===== config.mk =====
export PLATFORM = sky130hd
export DESIGN_NAME = echo_scheduler
export DESIGN_NICKNAME = d
export VERILOG_FILES = /design/src/rtl/echo_scheduler.sv
export SDC_FILE = /design/constraint.sdc
export NUM_CORES = 1
export LEC_CHECK = 0
export CAP_MARGIN = 30
export CORE_ASPECT_RATIO = 1.1
export CORE_UTILIZATION = 45
export CTS_CLUSTER_DIAMETER = 120
export DETAILED_ROUTE_END_ITERATION = 10
export PLACE_DENSITY = 0.72
export SLEW_MARGIN = 20
export SYNTH_ARGS = -nofsm -noshare
export SYNTH_HDL_FRONTEND = slang
export SYNTH_SLANG_ARGS = --single-unit
export TNS_END_PERCENT = 1

===== constraint.sdc =====
create_clock -name clk -period 5.2 [get_ports clk]
set_input_delay 1.04 -clock clk [delete_from_list [all_inputs] [get_ports clk]]
set_output_delay 1.04 -clock clk [all_outputs]
set_load 0.05 [all_outputs]

===== src/rtl/echo_scheduler.sv =====
// Stereo echo sequencer sharing one single-port delay RAM between both channels.
// Define ECHO_FEEDBACK_EN to write the wet mix back into the history (repeating echo).
module echo_scheduler #(
   parameter int DEPTH      = 1024,
   parameter int AW         = $clog2(DEPTH),
   parameter int GAIN_SHIFT = 1
) (
   input  logic          clk,
   input  logic          rst,
   input  logic [AW-1:0] delay_len,
   input  logic          bypass,
   input  logic          in_valid,
   output logic          in_ready,
   input  logic [31:0]   in_data,
   output logic          out_valid,
   input  logic          out_ready,
   output logic [31:0]   out_data,
   output logic          ram_en,
   output logic          ram_we,
   output logic [AW:0]   ram_addr,
   output logic [15:0]   ram_wdata,
   input  logic [15:0]   ram_rdata
);

   typedef enum logic [2:0] {
      StClear, StIdle, StRdL, StRdR, StCap, StWrL, StWrR, StOut
   } state_t;

   localparam logic [AW+1:0] ClrWords = (AW + 2)'(2 * DEPTH);

   state_t        state_q, state_d;
   logic [AW+1:0] clr_cnt_q, clr_cnt_d;
   logic [AW-1:0] wr_ptr_q, delay_q, rd_ptr, dly_in;
   logic          bypass_q;
   logic [31:0]   samp_q;
   logic [15:0]   echo_l_q, echo_r_q;
   logic [15:0]   mix_l, mix_r, wdata_l, wdata_r;
   logic          accept, out_fire;

   logic          in_ready_q, in_ready_d;
   logic          out_valid_q, out_valid_d;
   logic [31:0]   out_data_q, out_data_d;
   logic          ram_en_q, ram_en_d;
   logic          ram_we_q, ram_we_d;
   logic [AW:0]   ram_addr_q, ram_addr_d;
   logic [15:0]   ram_wdata_q, ram_wdata_d;

   function automatic logic [15:0] sat_mix(logic [15:0] s, logic [15:0] e);
      logic signed [15:0] e_sh;
      logic [16:0]        sum;
      e_sh = $signed(e) >>> GAIN_SHIFT;
      sum  = {s[15], s} + {e_sh[15], e_sh};
      if (sum[16] != sum[15]) begin
         return sum[16] ? 16'h8000 : 16'h7FFF;
      end
      return sum[15:0];
   endfunction

   // A zero delay would read the slot about to be overwritten; treat it as one sample.
   assign dly_in = (delay_len == '0) ? AW'(1) : delay_len;
   assign rd_ptr = wr_ptr_q - delay_q;
   assign mix_l  = sat_mix(samp_q[31:16], echo_l_q);
   assign mix_r  = sat_mix(samp_q[15:0], echo_r_q);

`ifdef ECHO_FEEDBACK_EN
   assign wdata_l = mix_l;
   assign wdata_r = mix_r;
`else
   assign wdata_l = samp_q[31:16];
   assign wdata_r = samp_q[15:0];
`endif

   // Outputs are registered from the next state so they line up with state_q.
   always_comb begin
      state_d     = state_q;
      clr_cnt_d   = clr_cnt_q;
      in_ready_d  = 1'b0;
      out_valid_d = 1'b0;
      out_data_d  = out_data_q;
      ram_en_d    = 1'b0;
      ram_we_d    = 1'b0;
      ram_addr_d  = '0;
      ram_wdata_d = '0;
      accept      = 1'b0;
      out_fire    = 1'b0;
      case (state_q)
         StClear: begin
            if (clr_cnt_q == ClrWords) begin
               state_d    = StIdle;
               in_ready_d = 1'b1;
               clr_cnt_d  = '0;
            end else begin
               ram_en_d   = 1'b1;
               ram_we_d   = 1'b1;
               ram_addr_d = clr_cnt_q[AW:0];
               clr_cnt_d  = clr_cnt_q + 1'b1;
            end
         end
         StIdle: begin
            if (in_valid && in_ready_q) begin
               accept     = 1'b1;
               state_d    = StRdL;
               ram_en_d   = 1'b1;
               ram_addr_d = {1'b0, wr_ptr_q - dly_in};
            end else begin
               in_ready_d = 1'b1;
            end
         end
         StRdL: begin
            state_d    = StRdR;
            ram_en_d   = 1'b1;
            ram_addr_d = {1'b1, rd_ptr};
         end
         StRdR: state_d = StCap;
         StCap: begin
            state_d     = StWrL;
            ram_en_d    = 1'b1;
            ram_we_d    = 1'b1;
            ram_addr_d  = {1'b0, wr_ptr_q};
            ram_wdata_d = wdata_l;
         end
         StWrL: begin
            state_d     = StWrR;
            ram_en_d    = 1'b1;
            ram_we_d    = 1'b1;
            ram_addr_d  = {1'b1, wr_ptr_q};
            ram_wdata_d = wdata_r;
         end
         StWrR: begin
            state_d     = StOut;
            out_valid_d = 1'b1;
            out_data_d  = bypass_q ? samp_q : {mix_l, mix_r};
         end
         StOut: begin
            if (out_ready) begin
               out_fire   = 1'b1;
               state_d    = StIdle;
               in_ready_d = 1'b1;
            end else begin
               out_valid_d = 1'b1;
            end
         end
         default: state_d = StClear;
      endcase
   end

   always_ff @(posedge clk or posedge rst) begin
      if (rst) begin
         state_q     <= StClear;
         clr_cnt_q   <= '0;
         wr_ptr_q    <= '0;
         delay_q     <= AW'(1);
         bypass_q    <= 1'b0;
         samp_q      <= '0;
         echo_l_q    <= '0;
         echo_r_q    <= '0;
         in_ready_q  <= 1'b0;
         out_valid_q <= 1'b0;
         out_data_q  <= '0;
         ram_en_q    <= 1'b0;
         ram_we_q    <= 1'b0;
         ram_addr_q  <= '0;
         ram_wdata_q <= '0;
      end else begin
         state_q     <= state_d;
         clr_cnt_q   <= clr_cnt_d;
         in_ready_q  <= in_ready_d;
         out_valid_q <= out_valid_d;
         out_data_q  <= out_data_d;
         ram_en_q    <= ram_en_d;
         ram_we_q    <= ram_we_d;
         ram_addr_q  <= ram_addr_d;
         ram_wdata_q <= ram_wdata_d;
         if (accept) begin
            samp_q   <= in_data;
            delay_q  <= dly_in;
            bypass_q <= bypass;
         end
         // Read data arrives the cycle after each read strobe.
         if (state_q == StRdR) echo_l_q <= ram_rdata;
         if (state_q == StCap) echo_r_q <= ram_rdata;
         if (out_fire) wr_ptr_q <= wr_ptr_q + 1'b1;
      end
   end

   assign in_ready  = in_ready_q;
   assign out_valid = out_valid_q;
   assign out_data  = out_data_q;
   assign ram_en    = ram_en_q;
   assign ram_we    = ram_we_q;
   assign ram_addr  = ram_addr_q;
   assign ram_wdata = ram_wdata_q;

endmodule


* Word-level counts from Yosys, hierarchy flattened
Cells that the tools add are included.
** Operators by class
- Add/subtract/negate cells :: 6
- Equality and inequality tests :: 13
- Multiplexer cells :: 31
- Reductions and logical operators :: 6
** Operators with widths (count)
- two-way mux 16 bit :: 6
- case mux 11 bit (5 select lines) :: 1
- adder 16 x 15 -> 17 bit :: 2
- two-way mux 32 bit :: 1
- case mux 16 bit (2 select lines) :: 1
- case mux 3 bit (8 select lines) :: 1
- two-way mux 10 bit :: 2
- subtractor 10 bit :: 2
- adder 12 x 1 -> 12 bit (second input constant) :: 1
- equality test 12 bit (second input constant) :: 1
- equality test 3 bit (second input constant) :: 4
- two-way mux 12 bit :: 1
- two-way mux 11 bit :: 1
- adder 10 x 1 -> 10 bit (second input constant) :: 1
- zero test 10 bit :: 1
- two-way mux 1 bit :: 10
- two-way mux 3 bit :: 3
- equality test 3 x 2 -> 1 bit (second input constant) :: 2
- inequality test 2 bit (second input constant) :: 3
- case mux 1 bit (3 select lines) :: 2
- case mux 1 bit (2 select lines) :: 2
- equality test 3 x 1 -> 1 bit (second input constant) :: 1
- zero test 3 bit :: 1
- AND reduction 3 bit :: 1
- 4 further kinds :: 5
** Storage, ports and cells
- Register bits :: 163
- Output and inout port bits :: 63
- Logic and storage cells :: 71

* Longest topological paths before layout
- Word-level depth :: 5
- Depth in mapped cells :: 15

* Least setup slack after synthesis
No wires, ideal clock.
- Path kind :: register -> register
- Start :: register samp_q[7]
- End :: register out_data_q[7], in the netlist out_data[7]
- Setup time :: 0.134 ns
- Arrival time :: 3.621 ns
- Setup slack :: 1.445 ns
- Cell stages (with the launch flop) :: 16
- Path buffers :: 1
- Clock period less this slack :: 3.755 ns
- Cell sequence :: dfrtp_1 > ha_1 > a2111oi_0 > nand2b_1 > o22ai_1 > o21ai_0 > a31oi_1 > o21ai_0 > a21o_1 > xor2_1 > ha_1 > and4_1 > a221o_1 > buf_2 > o22ai_1 > o21ai_0
** On the way
- Longest elaborated chain between the ends :: 5
- Elaborated cells between the ends (all ways) :: 7
** RTL lines
- start: declaration :: RTL line 35 : logic [31:0] samp_q;
- start signal: assignment :: RTL line 175 : samp_q <= in_data;
- adder 16 x 15 -> 17 bit :: RTL line 52 : sum = {s[15], s} + {e_sh[15], e_sh};
- two-way mux 16 bit / inequality test 1 bit (equally long branches) :: RTL line 54, 53
- two-way mux 16 bit / two-way mux 1 bit (equally long branches) :: RTL line 53 : if (sum[16] != sum[15]) begin
- two-way mux 16 bit :: RTL line 56 : return sum[15:0];
- two-way mux 32 bit * :: RTL line 132 : out_data_d = bypass_q ? samp_q : {mix_l, mix_r};
- end signal: assignment :: RTL line 169 : out_data_q <= out_data_d;
- end: declaration :: RTL line 42 : logic [31:0] out_data_q, out_data_d;
Every way passes the cells marked *; elsewhere a longest branch is shown, timed or not. The select of a mux whose other input is x is not followed.
A chain may end at the register's enable or synchronous reset.

* Final worst setup path
- Start :: register samp_q[7]
- End :: register out_data_q[4], in the netlist out_data[4]
** On the way
- Longest elaborated chain between the ends :: 5
- Elaborated cells between the ends (all ways) :: 7
** RTL lines (RTL line)
- adder 16 x 15 -> 17 bit * :: 52
- two-way mux 16 bit / inequality test 1 bit (equally long branches) :: 54, 53
- two-way mux 16 bit / two-way mux 1 bit (equally long branches) :: 53
- two-way mux 16 bit * :: 56
- two-way mux 32 bit * :: 132
Marks and branches as above.

==> results.py <==
metrics = {
    "layout": {
        "synthToLayoutAreaGrowth_pct": 24.29,
        "n_fill_cell": 1675,
        "num_antenna_cells": 0,
        "nets": 1179,
        "drive_gt1_frac": 0.08318,
    },
    "placement": {
        "portBuffers": 124,
        "dp_hpwl_um": 17020,
        "globalplace.congestion": 0.8819,
    },
    "yosys": {
        "synth_area_leaders": "dfrtp_1 45%, ha_1 7.7%, nand2_1 7.2%",
        "yosysWarnings": 0,
        "synth_top_cell_area_share": 0.4506,
        "yosysMostFrequentCell": "nand2_1",
        "netlist_top_cells_count": "171 x nand2_1, 160 x dfrtp_1, 67 x nor2_1",
        "ys_types": 61,
        "ys_seq_area_frac": 0.4535,
        "synth_cells": 938,
        "synth-seq-cells": 161,
        "synthArstFlopShare": 1.000,
        "ys.flop_type": "dfrtp_1",
        "syn-num-nets": 1060,
        "yosys.area.top_type": "dfrtp_1",
        "netlist_area_um2": 8886,
        "syn_avg_cell_area_um2": 9.473,
        "synth-edff-count": 0,
    },
    "sta": {
        "fin_skew_ps": 10.87,
        "hold_viol_final": 0,
        "fin_crit_sh": 0.8719,
        "setup_viol": 0,
        "tns_ps": 0,
        "layout_min_cycle_time_ps": 4534,
        "slew_violations": 0,
        "timing.fmax_mhz": 220.6,
        "slew_headroom": 0.3910,
        "rsz0062_at_grt": "no",
        "worstMarginPinSlew_ps": 911.0,
    },
    "floorplanning": {
        "die_y_um": 149.4,
        "die_x_um": 136.0,
        "start_util": 0.4621,
        "ios": 126,
        "dieArea_um2": 20310,
        "coreArea_um2": 19230,
        "rows": 53,
    },
    "drt": {
        "vias": 7272,
        "wire_per_inst_um": 17.73,
        "wirelength_um": 23350,
        "viasPerCell": 5.522,
        "antenna_left": 0,
        "drtIter0Drc": 471,
        "firstDrtPassIters": 6,
        "post-route-drc-count": 0,
    },
    "clocking": {
        "clock_sinks": 161,
        "clock-root-buffer": "clkbuf_16",
        "cts_tree": "done",
        "clk_latency_ps": 430,
        "htree_num_levels": 4,
        "cts_inserted_buffers": 17,
        "cts_resized": 0,
        "clk_path_buf_depth": 2,
        "path_clk_slew_ps": 60,
        "ctsHoldBuffers": 0,
        "cts_setup_buffers": 0,
    },
    "global_routing": {
        "grt_max_degree": 90,
        "antenna_found_initial": 0,
        "grt_usage": 0.2464,
        "grt_pass1_vias": 7266,
        "grt_pass1_wl_um": 37960,
        "grt-ovfl-total": 0,
    },
    "pwr": {
        "fin_total_pwr_mw": 8.122,
        "p_leak_nw": 5.137,
        "max-vdd-ir-drop_v": 0.0004925,
        "p_per_area_nw_per_um2": 735.4,
    },
    "worst_hold_path": {
        "worst_hold_path_type": "reg -> reg",
    },
    "setup_path": {
        "cp.arrival_ps": 4830,
        "required_ps": 5500,
        "crit_path_max_fanout": 17,
        "crit_type": "reg -> reg",
        "end_kind": "flip-flop",
        "worstSetupStartpointType": "flip-flop",
    },
    "run": {
        "max_cap_viol_count": 0,
    },
    "run_status": {
        "status": "finished clean",
    },
}
## layer usage
layer  part of all wire  vias to the layer above  wire, um  track usage
met2               0.50                      229     11740       0.4204
met4              0.027                        0       619      0.08833
met5                  0                        -         0            0
met1               0.42                     3479      9912       0.3140
met3              0.046                       44      1074      0.04010
li1                   -                     3520         -            -
## flip-flops by register name, indices dropped and copies added (netlist names)
signal	count
out_valid	1
out_data	32
ram_we	1
echo_l_q	15
in_ready	1
clr_cnt_q	12
ram_en	1
echo_r_q	15
ram_addr	11
samp_q	32
bypass_q	1
ram_wdata	16
wr_ptr_q	10
delay_q	10
state_q	3
## worst max-delay path, cell delays in order (launching register included)
cell	delay (ps)
dfrtp_1	420
ha_1	360
a2111oi_0	570
nand2b_1	110
o22ai_1	220
o21ai_0	200
a31oi_1	290
o21ai_0	120
a21o_1	220
xor2_1	150
ha_1	510
and4_1	310
a221o_1	540
o22ai_1	260
o21ai_0	110
## stage by stage
step	cell area [um^2]	instances	hold WS, ps	utilization	setup WS (ps)
after global placement	10390	1283	449.7	0.5403	769.6
after detailed placement	10430	1285	466.7	0.5422	747.3
final	11040	1317	473.5	0.5743	666.1
after global routing	11040	1317	498.3	0.5743	136.2
after CTS	11040	1317	480.0	0.5743	711.2
after floorplan	8890	938	441.2	-	1445
## kinds of logic after synthesis
kind of cell / after synthesis / synth area share
XOR/XNOR: 52 / 0.05125
buffers and inverters: 75 / 0.03267
multiplexers: 50 / 0.06040
adder cells (fa/ha/maj): 60 / 0.08758
flip-flops: 161 / 0.4535
AND/OR/NAND/NOR: 348 / 0.1767
AO/OA/AOI/OAI: 192 / 0.1379
## cell usage in the layout (no fill, tap or decap), drive strengths merged, types with 21 or more instances in the layout
master	count
dfrtp	160
o21ai	63
clkdlybuf4s50	124
ha	55
mux2i	21
nor2	67
xnor2	36
a21oi	35
mux2	29
inv	45
nand2	171
## worst paths after layout
check / from / end / slack (ps) / depth (start not counted)
max: samp_q[7]$_DFFE_PP0P_ / out_data[4]$_DFFE_PP0P_ / 670 / 14
min: delay_q[0]$_DFFE_PP1P_ / delay_q[0]$_DFFE_PP1P_ / 470 / 2
max reg2reg: samp_q[7]$_DFFE_PP0P_ / out_data[4]$_DFFE_PP0P_ / 670 / 14
min reg2reg: delay_q[0]$_DFFE_PP1P_ / delay_q[0]$_DFFE_PP1P_ / 470 / 2
max in group asynchronous: rst / echo_l_q[12]$_DFFE_PP0N_ / 3330 / 4
min in group asynchronous: rst / echo_r_q[1]$_DFFE_PP0N_ / 950 / 2
## layout make-up
cell class,instances,area (um^2),area share
flip-flops and latches,161,4030,0.3649
repair buffers,136,1364,0.1235
inverters,39,150.1,0.01359
well taps,247,309.0,0.02798
multi-input cells,702,4573,0.4141
clock inverters,15,192.7,0.01745
clock buffers,17,425.4,0.03852
## power by group
| part | switching [mW] | internal [mW] | leakage [nW] | total [mW] |
|---|---|---|---|---|
| clock | 0.547 | 0.770 | 0.302 | 1.32 |
| combinational | 2.70 | 1.83 | 2.81 | 4.54 |
| sequential | 0.508 | 1.76 | 2.03 | 2.27 |
No activity file was read; power rests on OpenSTA's default activity.
